File: src/rtl/la_trigger_capture.sv
// Logic-analyser capture engine: arm on sample_run, wait for a trigger, pack strobed samples into words.
// Optional `LA_WORD_TAG_EN: pad bits carry last-word (MSB) and first/trigger-word (MSB-1) flags.
module la_trigger_capture #(
   parameter int INPUT_WIDTH = 6,
   parameter int OUT_WIDTH   = 32,
   parameter int DIV_WIDTH   = 16
) (
   input  logic                   clk,
   input  logic                   rst_n,
   input  logic [INPUT_WIDTH-1:0] din,
   input  logic                   sample_run,
   input  logic [31:0]            sample_num,
   input  logic [3:0]             sample_clk_cfg,
   input  logic [1:0]             triger_type,
   input  logic [2:0]             trigger_channel,
   output logic [OUT_WIDTH-1:0]   dout_data,
   output logic                   dout_valid,
   input  logic                   dout_ready,
   output logic                   busy,
   output logic                   triggered,
   output logic                   capture_done,
   output logic                   overflow
);
   localparam int SPW    = OUT_WIDTH / INPUT_WIDTH;
   localparam int SLOT_W = $clog2(SPW + 1);

   typedef enum logic [2:0] {IDLE, ARM, CAPTURE, FLUSH, DONE} state_t;
   state_t state, state_next;

   logic [INPUT_WIDTH-1:0] sync1, din_s;
   logic                   run_d1, run_d2;
   logic [3:0]             cfg_lat;
   logic [1:0]             type_lat;
   logic [2:0]             ch_lat;
   logic [31:0]            num_lat, count;
   logic [DIV_WIDTH-1:0]   div, div_max;
   logic                   prev_bit, have_prev, first_word;
   logic [OUT_WIDTH-1:0]   pack, word_acc, word_out, data_reg;
   logic [SLOT_W-1:0]      slot, slot_inc;
   logic                   valid_reg, trig_reg, ovf_reg;

   logic start, abort, strobe, sel_bit, immediate, edge_hit, trig_hit, cap;
   logic is_last, word_full, emit, can_load;
   logic [31:0] count_inc;

   always_comb begin
      start      = (state == IDLE) && run_d1 && !run_d2;
      abort      = ((state == ARM) || (state == CAPTURE) || (state == FLUSH)) && !sample_run;
      div_max    = (DIV_WIDTH'(1) << cfg_lat) - DIV_WIDTH'(1);
      strobe     = ((state == ARM) || (state == CAPTURE)) && (div == div_max);
      sel_bit    = |(din_s & (INPUT_WIDTH'(1) << ch_lat));
      immediate  = (type_lat == 2'b11) || (int'(ch_lat) >= INPUT_WIDTH);
      edge_hit   = 1'b0;
      case (type_lat)
         2'b00:   edge_hit = !prev_bit && sel_bit;
         2'b01:   edge_hit = prev_bit && !sel_bit;
         2'b10:   edge_hit = prev_bit ^ sel_bit;
         default: edge_hit = 1'b0;
      endcase
      trig_hit   = (state == ARM) && strobe && (immediate || (have_prev && edge_hit));
      cap        = trig_hit || ((state == CAPTURE) && strobe);
      count_inc  = count + 32'd1;
      slot_inc   = slot + SLOT_W'(1);
      is_last    = (count_inc == num_lat);
      word_full  = (slot_inc == SLOT_W'(SPW)) || is_last;
      word_acc   = pack | (OUT_WIDTH'(din_s) << (INPUT_WIDTH * int'(slot)));
      word_out   = word_acc;
`ifdef LA_WORD_TAG_EN
      word_out[OUT_WIDTH-1] = is_last;
      word_out[OUT_WIDTH-2] = first_word || trig_hit;
`endif
      emit       = cap && word_full && !abort;
      can_load   = !valid_reg || dout_ready;
   end

   always_comb begin
      state_next = state;
      case (state)
         IDLE:    if (start) state_next = (sample_num == 32'd0) ? DONE : ARM;
         ARM:     if (trig_hit) state_next = is_last ? FLUSH : CAPTURE;
         CAPTURE: if (cap && is_last) state_next = FLUSH;
         FLUSH:   if (!valid_reg || dout_ready) state_next = DONE;
         DONE:    state_next = IDLE;
         default: state_next = IDLE;
      endcase
      if (abort) state_next = IDLE;
   end

   always_ff @(posedge clk or negedge rst_n) begin
      if (!rst_n) state <= IDLE;
      else        state <= state_next;
   end

   always_ff @(posedge clk or negedge rst_n) begin
      if (!rst_n) begin
         sync1 <= '0;  din_s <= '0;  run_d1 <= 1'b0;  run_d2 <= 1'b0;
         cfg_lat <= '0;  type_lat <= '0;  ch_lat <= '0;  num_lat <= '0;
         div <= '0;  count <= '0;  slot <= '0;  pack <= '0;
         prev_bit <= 1'b0;  have_prev <= 1'b0;  first_word <= 1'b0;
         data_reg <= '0;  valid_reg <= 1'b0;  trig_reg <= 1'b0;  ovf_reg <= 1'b0;
      end else begin
         sync1  <= din;
         din_s  <= sync1;
         run_d1 <= sample_run;
         run_d2 <= run_d1;
         if (start) begin
            cfg_lat    <= sample_clk_cfg;
            type_lat   <= triger_type;
            ch_lat     <= trigger_channel;
            num_lat    <= sample_num;
            div        <= '0;
            count      <= '0;
            slot       <= '0;
            pack       <= '0;
            have_prev  <= 1'b0;
            first_word <= 1'b0;
            ovf_reg    <= 1'b0;
         end else begin
            if ((state == ARM) || (state == CAPTURE))
               div <= strobe ? '0 : div + DIV_WIDTH'(1);
            if ((state == ARM) && strobe) begin
               prev_bit  <= sel_bit;
               have_prev <= 1'b1;
            end
            if (cap) begin
               count <= count_inc;
               pack  <= word_full ? '0 : word_acc;
               slot  <= word_full ? '0 : slot_inc;
            end
            if (emit)          first_word <= 1'b0;
            else if (trig_hit) first_word <= 1'b1;
            if (emit && !can_load) ovf_reg <= 1'b1;
         end
         // Abort wins over any word completing in the same cycle.
         if (abort)                    valid_reg <= 1'b0;
         else if (emit && can_load) begin
            data_reg  <= word_out;
            valid_reg <= 1'b1;
         end else if (valid_reg && dout_ready) valid_reg <= 1'b0;
         if (state_next == IDLE) trig_reg <= 1'b0;
         else if (trig_hit)      trig_reg <= 1'b1;
      end
   end

   assign dout_data    = data_reg;
   assign dout_valid   = valid_reg;
   assign busy         = (state == ARM) || (state == CAPTURE) || (state == FLUSH);
   assign triggered    = trig_reg;
   assign capture_done = (state == DONE);
   assign overflow     = ovf_reg;
endmodule

File: config.mk
export PLATFORM = sky130hd
export DESIGN_NAME = la_trigger_capture
export DESIGN_NICKNAME = d
export VERILOG_FILES = /design/src/rtl/la_trigger_capture.sv
export SDC_FILE = /design/constraint.sdc
export NUM_CORES = 1
export LEC_CHECK = 0
export BUFFER_PORTS_ARGS = -buffer_cell sky130_fd_sc_hd__buf_2
export CORE_AREA = 2 2 205 167
export CTS_CLUSTER_SIZE = 8
export DETAILED_ROUTE_END_ITERATION = 12
export DIE_AREA = 0 0 207 169
export HOLD_SLACK_MARGIN = 0.05
export PLACE_DENSITY_LB_ADDON = 0.3
export SLEW_MARGIN = 30
export SYNTH_ARGS = -nofsm -noshare
export SYNTH_HDL_FRONTEND = slang
export SYNTH_SLANG_ARGS = --single-unit
export TNS_END_PERCENT = 1
File: constraint.sdc
create_clock -name clk -period 4.93 [get_ports clk]
set_input_delay 0 -clock clk [delete_from_list [all_inputs] [get_ports clk]]
set_output_delay 0 -clock clk [all_outputs]
set_load 0.02 [all_outputs]
* Word level (Yosys, flattened, before mapping)
Index checks and enable logic that the tools add are counted.
** Storage, ports and cells
- Flip-flop bits (word level) :: 178
- Input port bits :: 51
- Output and inout bits :: 37
- Word-level logic and storage cells :: 115
** Cells by class
- Add/sub/neg operators :: 4
- $mul :: 1
- Order comparisons :: 1
- Equal/unequal tests :: 10
- Shifts and indexed selects :: 3
- Mux-type cells :: 29
- Bitwise operators :: 5
- Reductions and logical operators :: 43
** Operators by type and width (number)
- $mux W32 :: 5
- $mux W16 :: 3
- $add A32 B1 Y32 const B :: 1
- $eq A32 B32 Y1 :: 1
- $logic_not A32 Y1 :: 1
- $or A32 B32 Y32 :: 1
- $shl A6 B6 Y32 :: 1
- $mux W3 :: 9
- $add A16 B1 Y16 const B :: 1
- $eq A16 B16 Y1 :: 1
- $logic_and A1 B1 Y1 :: 16
- $shl A1 B4 Y16 const A :: 1
- $sub A16 B2 Y16 const B :: 1
- $pmux W3 S4 :: 1
- $mux W1 :: 10
- $reduce_bool A2 Y1 :: 5
- $logic_not A1 Y1 :: 7
- $logic_or A1 B1 Y1 :: 7
- $and A6 B6 Y6 :: 1
- $eq A3 B2 Y1 const B :: 2
- $eq A3 B3 Y1 const B :: 2
- $logic_not A3 Y1 :: 2
- $reduce_or A6 Y1 :: 1
- $shl A1 B3 Y6 const A :: 1
- other kinds (12) :: 15

* Longest topological paths before layout
- Depth after elaboration :: 16
- Depth in mapped cells :: 16
- Mapped depth without buffers :: 12

* Worst setup path before layout
Ideal clock, no wire load.
- Path kind :: register to register
- From :: register count[1]
- To :: register data_reg[0] (netlist: dout_data[0])
- Library setup time :: 0.127 ns
- Arrival :: 3.720 ns
- Data required time :: 4.803 ns
- Slack :: 1.083 ns
- Stages on the path, launching flop included :: 13
- Path buffers :: 2
- Clock period less this slack :: 3.847 ns
- Cell sequence :: dfrtp_1 -> ha_1 -> buf_2 -> nand3_1 -> nor4_1 -> mux2i_1 -> nand4_1 -> or4_1 -> nor4_2 -> a22o_2 -> nor4b_4 -> buf_6 -> mux2_1
** On the way
- Word-level cells in the longest chain between the ends :: 7
** Ends and longest elaborated chain
- start, declared :: RTL line 35 : logic [31:0] num_lat, count;
- start signal, assigned :: RTL line 126 : count <= count_inc;
- $add A32 B1 Y32 :: RTL line 62 : count_inc = count + 32'd1;
- $eq A32 B32 Y1 :: RTL line 64 : is_last = (count_inc == num_lat);
- $logic_or A1 B1 Y1 :: RTL line 65 : word_full = (slot_inc == SLOT_W'(SPW)) || is_last;
- $logic_and A1 B1 Y1 (2 in a row) :: RTL line 72 : emit = cap && word_full && !abort;
- $logic_and A1 B1 Y1 :: RTL line 136 : else if (emit && can_load) begin
- $reduce_and A2 Y1 (no line)
- end signal, assigned :: RTL line 137 : data_reg <= word_out;
- end, declared :: RTL line 38 : logic [OUT_WIDTH-1:0] pack, word_acc, word_out, data_reg;
Every way passes these cells.
A chain may end at the register's enable or synchronous reset.

* Final worst setup path
- From :: register count[0]
- To :: register data_reg[16] (netlist: dout_data[16])
Same word-level chain as after synthesis.

==> flow_summary.json <==
{
  "power.combinational.fraction_pct": 13.9,
  "clk_path_buf_depth": 2,
  "cts-buffers-inserted": 17,
  "final_max_slew_viol_count": 0,
  "r2r-end": "dout_data[16]",
  "firstDrtPassIters": 5,
  "vias_per_cell": 5.049,
  "post_synth_mux_area_share_pct": 9.687,
  "internal_power_mw": 2.595,
  "pre_cts_slack_ns": 0.5477,
  "dieWidth_um": 207,
  "grt_usage_pct": 15.58,
  "cpMaxStageDelayCell": "or4_1",
  "drc_violations": 0,
  "cp_max_fo": 21,
  "hold_viol": 0,
  "hp-class": "in2async",
  "place.detailed.hpwl_um": 18630,
  "fillers": 3351,
  "worst_path_cell_chain": "ha_1 > nand3_1 > nor4_1 > nand4_1 > or4_1 > a2111oi_2 > a22o_2 > nor4b_4 > buf_4 > buf_4 > mux2i_1",
  "die-area_um2": 34980,
  "antenna_found_initial": 0,
  "synth-simple-area-share_pct": 19.42,
  "ir_drop_v": 0.0002205,
  "r2r-start": "count[0]",
  "powerDensity_nw_per_um2": 307.6,
  "pwr-share-seq_pct": 45.8,
  "number_of_cells_on_the_worst_reg_to_reg_path": 11,
  "clock_latency_reported_for_the_late_side_of_the_worst_skew_pair_ns": 0.45,
  "initial_core_util_pct": 29.48,
  "ioPinCount": 88,
  "fin_crit_ns": 4.437,
  "cts-htree-levels": 4,
  "drt-total-wl_um": 26550,
  "tns_ns": 0,
  "synth_sequential_area_ratio_pct": 45.73,
  "initialDrtViolationCount": 608,
  "ctsResizeCount": 0,
  "power.share.switching_pct": 27.91,
  "setup.worst_path.class": "reg2reg",
  "transition_time_at_the_pin_with_the_least_slew_margin_ns": 0.8335,
  "rsz0062_at_grt": "no",
  "cts.root.buffer_cell": "clkbuf_16",
  "critical_path.startpoint_type": "flop",
  "crit_path_end_kind": "flop",
  "finalNetCount": 1170,
  "tritoncts": "done",
  "setup_ws_ns": 0.4929,
  "syn_nets": 1060,
  "synth_top_family_by_area": "simple AND/OR/NAND/NOR gates",
  "rrSetupSlack_ns": 0.49,
  "die-height_um": 169,
  "timing.critical_path.max_delay_family": "simple AND/OR/NAND/NOR gates",
  "yosysUniqueCellTypes": 74,
  "core_region_area_um2": 33030,
  "place_congestion": 0.9132,
  "synth-seq-cells": 178,
  "max_freq_ghz": 0.2254,
  "critical_path.n_buffers_inverters": 2,
  "crit_cells": 11,
  "syn-instance-count": 1000,
  "required_ns": 5.29,
  "avgRoutedWirePerCell_um": 17.05,
  "netlist_area_um2": 9739,
  "post_route_cells_drive_above_1_share_pct": 17.63,
  "io_buffers": 87,
  "leakage_nw": 5.014,
  "layout-area-overhead-vs-synth_pct": 20.14,
  "run_status": "complete, no violations",
  "synthesis.area_per_instance_um2": 9.739,
  "skew_ns": 0.01248,
  "number_of_synthesized_flops_with_an_enable_pin": 0,
  "numClockSinks": 178,
  "crit_path_frequent_cell": "buf_4",
  "insertedDiodeCount": 0,
  "cts_hold_repair.buffers": 50,
  "rows": 60,
  "synthXorXnorAreaFrac_pct": 4.856,
  "postCtsSetupRepairBufs": 0,
  "asyncSetResetFlopFracSynth_pct": 100.0,
  "critical-path-max-stage-delay_ns": 0.57,
  "worst-endpoint-arrival_ns": 4.80,
  "power_frac_clock_pct": 40.3,
  "first_global_vias": 7754,
  "drtAntennaViolNets": 0,
  "yosys.area_share.adder_pct": 1.336,
  "grt_pass1_wl_um": 43410,
  "synth-compound-area-share_pct": 15.06,
  "vias": 7861,
  "setup_viol": 0,
  "globalRouteOverflowTotal": 0,
  "cap_viol_max_count": 0,
  "ys.flop_type": "dfrtp_1",
  "yosysWarningCount": 0,
  "clk_transition_reported_paths_ns": 0.07,
  "slew-limit-headroom_pct": 43.92,
  "largest_net_degree_at_the_start_of_global_routing": 66,
  "finalCritPeriodShare_pct": 90.00,
  "total_switching_power_mw": 1.005
}
[kinds of logic (layout without fill, tap and decap cells)]
| group | after synthesis | in the layout |
|---|---|---|
| XOR/XNOR | 54 | 54 |
| AND/OR/NAND/NOR | 355 | 355 |
| AO/OA/AOI/OAI | 225 | 225 |
| multiplexers | 85 | 85 |
| buffers and inverters | 93 | 216 |
| flip-flops | 178 | 178 |
| adder cells (fa/ha/maj) | 10 | 10 |
[power by group through the flow]
stage	clock [mW]	combinational (mW)	sequential (mW)
floorplan	0	0.346	1.63
global placement	0	0.465	1.67
detailed placement	0	0.468	1.68
CTS	1.49	0.503	1.65
global route	1.56	0.558	1.66
finish	1.45	0.499	1.65
[state kept, by name, summed over array words and instances (netlist names), 2 cells and up]
name,count
slot,3
pack,32
num_lat,32
din_s,6
sync1,6
count,32
state,3
cfg_lat,4
dout_data,32
ch_lat,3
type_lat,2
div,16
[Yosys cell counts (7+ instances only)]
| cell | count | area (um^2) |
|---|---|---|
| clkbuf_1 | 44 | 165.2 |
| nor2b_1 | 17 | 106.4 |
| nand3_1 | 30 | 150.1 |
| or4_1 | 7 | 52.55 |
| mux2i_1 | 20 | 200.2 |
| nor4_1 | 34 | 212.7 |
| a21oi_1 | 25 | 125.1 |
| and2_1 | 7 | 43.79 |
| mux2_1 | 18 | 202.7 |
| o31ai_1 | 19 | 142.6 |
| buf_2 | 10 | 50.05 |
| o41ai_1 | 7 | 61.31 |
| mux2_2 | 46 | 518.0 |
| and3_1 | 10 | 62.56 |
| inv_1 | 33 | 123.9 |
| ha_1 | 8 | 100.1 |
| o21bai_1 | 18 | 135.1 |
| and4_1 | 7 | 61.31 |
| o22ai_1 | 7 | 43.79 |
| nand2_1 | 86 | 322.8 |
| nor3_1 | 25 | 125.1 |
| a21o_1 | 8 | 60.06 |
| nor2_1 | 65 | 244.0 |
| nand4_1 | 18 | 112.6 |
| nand2b_1 | 18 | 112.6 |
| o21ai_0 | 76 | 380.4 |
| o21a_1 | 25 | 187.7 |
| dfrtp_1 | 178 | 4454 |
| xnor2_1 | 32 | 280.3 |
| xor2_1 | 22 | 192.7 |
[routing by layer]
metal | GRT usage [%] | vias to the layer above | wire (um)
met5 | 0 | - | 0
met4 | 4.627 | 0 | 412
met3 | 2.839 | 21 | 1145
met2 | 23.70 | 194 | 11730
met1 | 22.51 | 3821 | 13270
li1 | - | 3825 | -
[how the worst max path moves through the flow]
stage	from	end	slack (ns)
floorplan	count[1]	dout_data[0]	1.08
global placement	count[0]	dout_data[25]	0.71
detailed placement	count[0]	dout_data[25]	0.55
CTS	count[0]	dout_data[16]	0.54
global route	count[0]	dout_data[16]	0.14
finish	count[0]	dout_data[16]	0.49
[metrics by stage]
step	power [mW]	std cells	cell area, um^2	hold WS, ns	util, %
4_1_cts	3.645	1557	11700	0.1062	35.42
3_5_place_dp	2.145	1475	10580	0.01047	32.03
6_report	3.600	1557	11700	0.08381	35.42
2_1_floorplan	1.971	1000	9739	-0.2956	-
5_1_grt	3.779	1557	11700	0.1218	35.42
3_3_place_gp	2.140	1475	10580	0.01154	32.02
[cell usage in the layout (no fill, tap or decap), types with 4 or more instances in the layout]
master	Yosys	layout
nor3_1	25	25
ha_1	8	8
and4_1	7	7
or4_1	7	7
dfrtp_1	178	178
nor2_1	65	65
nor2b_1	17	16
and2_1	7	7
dlygate4sd3_1	0	50
nor3b_1	5	5
or2_2	5	5
or3_1	6	6
a31oi_1	4	4
nand2b_1	18	18
o21ai_1	4	4
o31ai_1	19	19
clkbuf_16	0	17
o21ai_0	76	76
o21a_1	25	25
o21bai_1	18	18
o41ai_1	7	7
buf_2	10	86
a21oi_1	25	25
nand2_1	86	86
inv_1	33	33
nand3_1	30	29
inv_6	0	4
mux2i_1	20	20
mux2_2	46	46
mux2_1	18	18
and3_1	10	10
o22ai_1	7	7
xnor2_1	32	32
nand4_1	18	18
buf_4	1	14
xor2_1	22	22
a21o_1	8	8
nor4_1	34	34
[cell type report]
type | count | area [um^2] | area share, %
well taps | 434 | 543.0 | 4.641
repair buffers | 151 | 1047 | 8.950
clock inverters | 15 | 195.2 | 1.668
flip-flops and latches | 178 | 4454 | 38.07
multi-input cells | 729 | 4912 | 41.98
clock buffers | 17 | 425.4 | 3.636
inverters | 33 | 123.9 | 1.059
No activity file was read; power rests on OpenSTA's default activity.
